<file path="config.mk">
export PLATFORM = sky130hd
export DESIGN_NAME = sipo_deframer
export DESIGN_NICKNAME = d
export VERILOG_FILES = /design/src/rtl/sipo_deframer_pkg.sv /design/src/rtl/sipo_shift_reg.sv /design/src/rtl/sipo_deframer.sv
export SDC_FILE = /design/constraint.sdc
export NUM_CORES = 1
export LEC_CHECK = 0
export CAP_MARGIN = 20
export CORE_MARGIN = 5
export CORE_UTILIZATION = 30
export DETAILED_ROUTE_END_ITERATION = 16
export GPL_ROUTABILITY_DRIVEN = 0
export PLACE_DENSITY_LB_ADDON = 0.12
export SLEW_MARGIN = 20
export SYNTH_ARGS = -nofsm -noshare
export SYNTH_HDL_FRONTEND = slang
export SYNTH_SLANG_ARGS = --single-unit
</file>
<file path="constraint.sdc">
create_clock -name clk -period 2.1 [get_ports clk]
set_input_delay 0.42 -clock clk [delete_from_list [all_inputs] [get_ports clk]]
set_output_delay 0.42 -clock clk [all_outputs]
set_load 0.05 [all_outputs]
</file>
<file path="src/rtl/sipo_deframer_pkg.sv">
// Shared constants for the serial deframer.
//   ST_IDLE / ST_SHIFT : FSM state encodings (1 bit, legacy-compatible constants)
//   cnt_width()        : width of the per-frame bit counter for a given word width
package sipo_deframer_pkg;

   localparam logic [0:0] ST_IDLE  = 1'b0;
   localparam logic [0:0] ST_SHIFT = 1'b1;

   function automatic int cnt_width(input int width);
      return $clog2(width);
   endfunction

endpackage

</file>
<file path="src/rtl/sipo_shift_reg.sv">
// WIDTH-bit shift register for the deframer.
//   clk, rst   : clock, asynchronous active-high reset
//   en         : shift din in on this edge
//   clr        : shift into an all-zero register (used when a frame starts)
//   din        : serial bit
//   next_data  : value the register takes if en is asserted this cycle
// MSB_FIRST=1 shifts toward the MSB so the first bit ends in [WIDTH-1];
// MSB_FIRST=0 shifts toward the LSB so the first bit ends in [0].
module sipo_shift_reg #(
   parameter int WIDTH     = 4,
   parameter bit MSB_FIRST = 1'b1
) (
   input  logic             clk,
   input  logic             rst,
   input  logic             en,
   input  logic             clr,
   input  logic             din,
   output logic [WIDTH-1:0] next_data
);

   logic [WIDTH-1:0] data;
   logic [WIDTH-1:0] base;

   assign base = clr ? '0 : data;

   generate
      if (MSB_FIRST) begin : g_msb
         assign next_data = {base[WIDTH-2:0], din};
      end else begin : g_lsb
         assign next_data = {din, base[WIDTH-1:1]};
      end
   endgenerate

   always_ff @(posedge clk or posedge rst) begin
      if (rst) begin
         data <= '0;
      end else if (en) begin
         data <= next_data;
      end
   end

endmodule

</file>
<file path="src/rtl/sipo_deframer.sv">
// Serial-to-parallel deframer with a single-entry valid/ready output register.
//   clk, rst     : clock, asynchronous active-high reset
//   serial_in    : serial data bit
//   bit_valid    : serial_in is valid this cycle
//   frame_start  : (with bit_valid) first bit of a word
//   word_ready   : consumer accepts word_out this cycle
//   clr_err      : clears the sticky error flags
//   word_out     : assembled word holding register
//   word_valid   : word_out holds an unconsumed word
//   busy         : a frame is partially received
//   overrun      : sticky, a completed word was dropped
//   frame_err    : sticky, a frame restarted before completing
//
// state    | meaning
// ST_IDLE  | waiting for a frame_start bit; stray bits ignored
// ST_SHIFT | collecting bits 1..WIDTH-1 of a frame
module sipo_deframer
   import sipo_deframer_pkg::*;
#(
   parameter int WIDTH     = 4,
   parameter bit MSB_FIRST = 1'b1
) (
   input  logic             clk,
   input  logic             rst,
   input  logic             serial_in,
   input  logic             bit_valid,
   input  logic             frame_start,
   input  logic             word_ready,
   input  logic             clr_err,
   output logic [WIDTH-1:0] word_out,
   output logic             word_valid,
   output logic             busy,
   output logic             overrun,
   output logic             frame_err
);

   localparam int CNT_W = cnt_width(WIDTH);
   localparam logic [CNT_W-1:0] CNT_LAST = CNT_W'(WIDTH - 1);

   logic [0:0]       state;
   logic [CNT_W-1:0] cnt;
   logic [WIDTH-1:0] sr_next;
   logic             start;
   logic             take_bit;
   logic             complete;
   logic             xfer;
   logic             restart_err;
   logic             drop;

   // A frame_start bit is always accepted; in SHIFT it also aborts the
   // partial word. Since WIDTH >= 2 the first bit can never complete a word.
   assign start       = bit_valid & frame_start;
   assign take_bit    = bit_valid & ~frame_start & (state == ST_SHIFT);
   assign complete    = take_bit & (cnt == CNT_LAST);
   assign restart_err = start & (state == ST_SHIFT);
   assign xfer        = word_valid & word_ready;
   assign drop        = complete & word_valid & ~word_ready;
   assign busy        = (state == ST_SHIFT);

   sipo_shift_reg #(
      .WIDTH     (WIDTH),
      .MSB_FIRST (MSB_FIRST)
   ) u_shift (
      .clk       (clk),
      .rst       (rst),
      .en        (start | take_bit),
      .clr       (start),
      .din       (serial_in),
      .next_data (sr_next)
   );

   always_ff @(posedge clk or posedge rst) begin
      if (rst) begin
         state <= ST_IDLE;
         cnt   <= '0;
      end else if (start) begin
         state <= ST_SHIFT;
         cnt   <= CNT_W'(1);
      end else if (complete) begin
         state <= ST_IDLE;
         cnt   <= '0;
      end else if (take_bit) begin
         cnt   <= cnt + CNT_W'(1);
      end
   end

   // Holding register: the completed word (which includes the bit sampled
   // on this edge, hence sr_next) loads only when the slot is free or
   // being emptied on the same edge.
   always_ff @(posedge clk or posedge rst) begin
      if (rst) begin
         word_out   <= '0;
         word_valid <= 1'b0;
      end else if (complete && (!word_valid || xfer)) begin
         word_out   <= sr_next;
         word_valid <= 1'b1;
      end else if (xfer) begin
         word_valid <= 1'b0;
      end
   end

   // New error events take priority over clr_err.
   always_ff @(posedge clk or posedge rst) begin
      if (rst) begin
         overrun   <= 1'b0;
         frame_err <= 1'b0;
      end else begin
         overrun   <= drop | (overrun & ~clr_err);
         frame_err <= restart_err | (frame_err & ~clr_err);
      end
   end

endmodule
</file>
==> Word level (Yosys, flattened, before mapping) <==
Cells that the tools add are included.
{ "totals": {"ff_bits": 13, "latch_bits": 0, "ram_bits": 0, "romBits": 0, "input_bits": 7, "output_inout_bits": 8, "wordCells": 39, "n_memories": 0} }
{ "op_classes": {"add_sub_neg": 1, "multipliers": 0, "div": 0, "n_lt_le_gt_ge": 0, "eq_ne": 1, "shift": 0, "n_mux": 8, "n_bitwise": 16, "reduce_logical": 6} }
{ "op_table": {"columns": ["op", "count"], "rows": [
  ["$and A1 B1 Y1", 10],
  ["$mux W2", 3],
  ["$mux W1", 4],
  ["$reduce_bool A2 Y1", 2],
  ["$mux W3", 1],
  ["$not A1 Y1", 3],
  ["$or A1 B1 Y1", 3],
  ["$reduce_bool A3 Y1", 1],
  ["$add A2 B1 Y2 const B", 1],
  ["$eq A2 B2 Y1 const B", 1],
  ["$logic_and A1 B1 Y1", 1],
  ["$logic_not A1 Y1", 1],
  ["$logic_or A1 B1 Y1", 1]
]} }

==> Longest topological paths before layout <==
{ "logic_depth": {"word_depth": 7, "mapped_depth": 5, "ltp_nobuf": 4} }

==> Modules after synthesis <==
Synthesis repeated with hierarchy kept, for this count alone.
{ "unflattened": {"cells_unflattened": 45, "hier_area_um2": 591.8} }
{ "modules_own_cells": {"columns": ["module", "instances", "cells_each", "area_per_inst_um2", "seq_area_each_um2"], "rows": [
  ["sipo_deframer", 1, 34, 442.9, 250.2],
  ["sipo_shift_reg", 1, 11, 148.9, 75.1]
]} }

==> Least setup slack after synthesis <==
OpenSTA, ideal clock, no wires.
{ "synth_path": {"path_type": "flip-flop to flip-flop", "start": "register state (netlist: busy)", "end": "register word_out[0]", "arrival_ps": 1439, "slack_ps": 536, "stages_incl_launch_ff": 5, "n_path_buf": 1, "period_less_slack_ps": 1564, "path_cell_list": "dfrtp_1 nand4b_2 nor2b_2 buf_6 mux2_4"} }
{ "synth_between": {"elab_chain_len": 3} }
{ "synth_rtl": {"columns": ["item", "line", "text"], "rows": [
  ["from (decl)", "sipo_deframer.sv:40", "logic [0:0] state;"],
  ["from (signal assigned)", "sipo_deframer.sv:74", "state <= ST_IDLE;"],
  ["from (signal assigned)", "sipo_deframer.sv:77", "state <= ST_SHIFT;"],
  ["from (signal assigned)", "sipo_deframer.sv:80", "state <= ST_IDLE;"],
  ["$and A1 B1 Y1", "sipo_deframer.sv:53", "assign take_bit = bit_valid & ~frame_start & (state == ST_SHIFT);"],
  ["$and A1 B1 Y1", "sipo_deframer.sv:54", "assign complete = take_bit & (cnt == CNT_LAST);"],
  ["$logic_and A1 B1 Y1", "sipo_deframer.sv:94", "end else if (complete && (!word_valid || xfer)) begin"],
  ["to (signal assigned)", "sipo_deframer.sv:95", "word_out <= sr_next;"],
  ["to (decl)", "sipo_deframer.sv:30", "output logic [WIDTH-1:0] word_out,"]
]} }
Every way passes these cells.
A chain may end at the register's enable or synchronous reset.

==> Worst setup path after layout <==
{ "layout_path": {"start": "register state (netlist: busy)", "end": "output busy"} }
{ "layout_rtl": {"columns": ["item", "line", "text"], "rows": [
  ["to (decl)", "sipo_deframer.sv:32", "output logic busy,"]
]} }
No word-level cell between the ends.

==> flow_metrics.tcl <==
set metrics [dict create \
    fmax_ghz 0.499 \
    cp-startpoint "busy" \
    portBuffers 14 \
    hp-class "in2async" \
    tightest_slew_ns 0.495 \
    hpwl_um 787 \
    finalHoldViolations 0 \
    synthMuxAreaShare_pct 9.76 \
    dp_cells 88 \
    grt_pass1_vias 408 \
    post-cts-setup-buffers 0 \
    initial_core_util_pct 32.4 \
    area_growth_pct 32.8 \
    synth_seq_cells 13 \
    period_minus_slack_ns 2.00 \
    hold_buffers 0 \
    grtUsageTotal_pct 8.74 \
    power.switching_mw 0.404 \
    synth_top_area_share_pct 56.4 \
    post_cts_resized 0 \
    outcome "finished clean" \
    peakVddDrop_mv 0.645 \
    vias 404 \
    synthAdderAreaFrac_pct 2.17 \
    die_x_um 53.9 \
    synth_compound_area_share_pct 9.98 \
    setup_viol 0 \
    row_count 15 \
    cts_max_level 1 \
    yosys.cell_count.top_type "dfrtp_1" \
    relSlewSlack_pct 66.9 \
    clockBufferDepth 2 \
    rsz0062_at_grt "false" \
    end_kind "output port" \
    p_sw_share_pct 41.2 \
    ant_nets 0 \
    yosysWarnings 0 \
    slowest_stage "clkdlybuf4s50_1" \
    tns_ns 0 \
    nets 76 \
    cts.sinks 13 \
    drc_errors 0 \
    crit_family "buffers and inverters" \
    skew_ns 0.000427 \
    async_flop_share_pct 100 \
    diodes 0 \
    power_frac_comb_pct 45.8 \
    synth_top_family_by_area "simple AND/OR/NAND/NOR gates" \
    yosys.area.top_type "dfrtp_1" \
    clk_pin_slew_ns 0.07 \
    cp_max_fo 8 \
    p_per_area_mw_per_mm2 1280 \
    critPathRequiredTime_ns 1.68 \
    crit_path_cell_trace "clkdlybuf4s50_1" \
    yosys.area_share.simple_pct 15.0 \
    p_seq_share_pct 39.1 \
    p_int_mw 0.577 \
    syn_nets 58 \
    synth_area_per_cell_um2 11.5 \
    r2r-start "cnt[0]" \
    numCtsBuffers 3 \
    totalPowerFinal_mw 0.981 \
    worstSetupPathType "reg2out" \
    grt_pass1_wl_um 1730 \
    synth_ff_type "dfrtp_1" \
    synthTopCellsByCount "dfrtp_1 (13), nand2_1 (9), inv_1 (6), a22o_1 (3), mux2i_1 (3)" \
    routedWlPerCell_um 11.0 \
    finalWirelength_um 1010 \
    clk_latency_ns 0.27 \
    synth.distinct_cells 20 \
    cts_tree "yes" \
    cpPeakStageDelay_ns 0.85 \
    root_buffer "clkbuf_4" \
    yosys-top-cells-area "dfrtp_1 (56%), nand2_1 (5.9%), mux2i_1 (5.2%)" \
    fillers 180 \
    coreArea_mm2 0.00178 \
    min_period_over_period_pct 95.4 \
    via_per_inst 4.39 \
    start_kind "flop" \
    die_y_um 53.9 \
    slew_violations 0 \
    final_cells 92 \
    antenna_found_initial 0 \
    netlist_area_um2 577 \
    die_area_mm2 0.00290 \
    synth_edf_count 0 \
    max_cap_violations 0 \
    synth_xor_area_share_pct 0 \
    synthCells 50 \
    overflow 0 \
    crit_buf_inv 1 \
    drive_gt1_share_pct 14.9 \
    drtIter0Drc 6 \
    p_clk_share_pct 15.1 \
    ys_seq_area_share_pct 56.4 \
    ioPinCount 15 \
    crit_arrival_ns 1.58 \
    grt_max_degree 14 \
    dr.pass1.iters 4 \
    cellLeakagePower_nw 0.353 \
]
-- final timing paths --
check,endpoint,slack [ns],cells past startpoint
setup / recovery,busy,0.1,1
hold / removal,word_valid,0.47,2
setup reg to reg,word_out[0],0.77,4
hold reg to reg,cnt[0],0.52,2
max in group asynchronous,word_out[1],1.30,2
min in group clk,cnt[0],0.52,2
-- routing by layer --
metal	GRT usage [%]	vias up	routed length (um)
met5	0	-	0
met3	6.09	0	87
li1	-	205	-
met4	1.28	0	0
met1	9.37	188	454
met2	14.3	11	470
-- sequential cells by signal (all words and copies together) (netlist names) --
| name | flops |
|---|---|
| overrun | 1 |
| word_valid | 1 |
| busy | 1 |
| u_shift.data | 3 |
| word_out | 4 |
| frame_err | 1 |
| cnt | 2 |
-- cell usage in the layout (no fill, tap or decap), types with 2 or more instances in the layout --
master,Yosys,layout
mux2i_1,3,3
nand2_1,9,9
inv_1,6,6
a22o_1,3,3
o21ai_0,2,2
dfrtp_1,13,13
clkdlybuf4s50_1,0,14
clkbuf_4,0,3
-- per-stage QoR --
| step | utilization, % | hold WS [ns] | setup slack (ns) | instance area (um2) |
|---|---|---|---|---|
| final | 42.9 | 0.472 | 0.0971 | 766 |
| after detailed placement | 41.5 | 0.501 | 0.251 | 739 |
| after floorplan | - | 0.297 | 0.536 | 577 |
| after CTS | 42.9 | 0.491 | 0.0615 | 766 |
| after global placement | 41.5 | 0.495 | 0.287 | 739 |
| after global routing | 42.9 | 0.530 | 0.0253 | 766 |
-- cell families after synthesis --
| logic type | Yosys count |
|---|---|
| AND/OR/NAND/NOR | 15 |
| flip-flops | 13 |
| AO/OA/AOI/OAI | 8 |
| buffers and inverters | 8 |
| multiplexers | 5 |
| adder cells (fa/ha/maj) | 1 |
-- cell type report --
cell class / count / area (um2) / share of cell area (%)
repair buffers: 15 / 148 / 19.3
multi-input cells: 29 / 213 / 27.8
well taps: 25 / 31.3 / 4.08
clock buffers: 4 / 26.3 / 3.43
flip-flops and latches: 13 / 325 / 42.5
inverters: 6 / 22.5 / 2.94
-- power by group through the flow --
stage | clock (mW) | combinational (mW) | sequential [mW]
CTS | 0.159 | 0.457 | 0.386
global placement | 0 | 0.456 | 0.389
detailed placement | 0 | 0.456 | 0.390
finish | 0.148 | 0.449 | 0.384
global route | 0.175 | 0.481 | 0.397
floorplan | 0 | 0.127 | 0.568
Power figures use the tool's default switching activity.
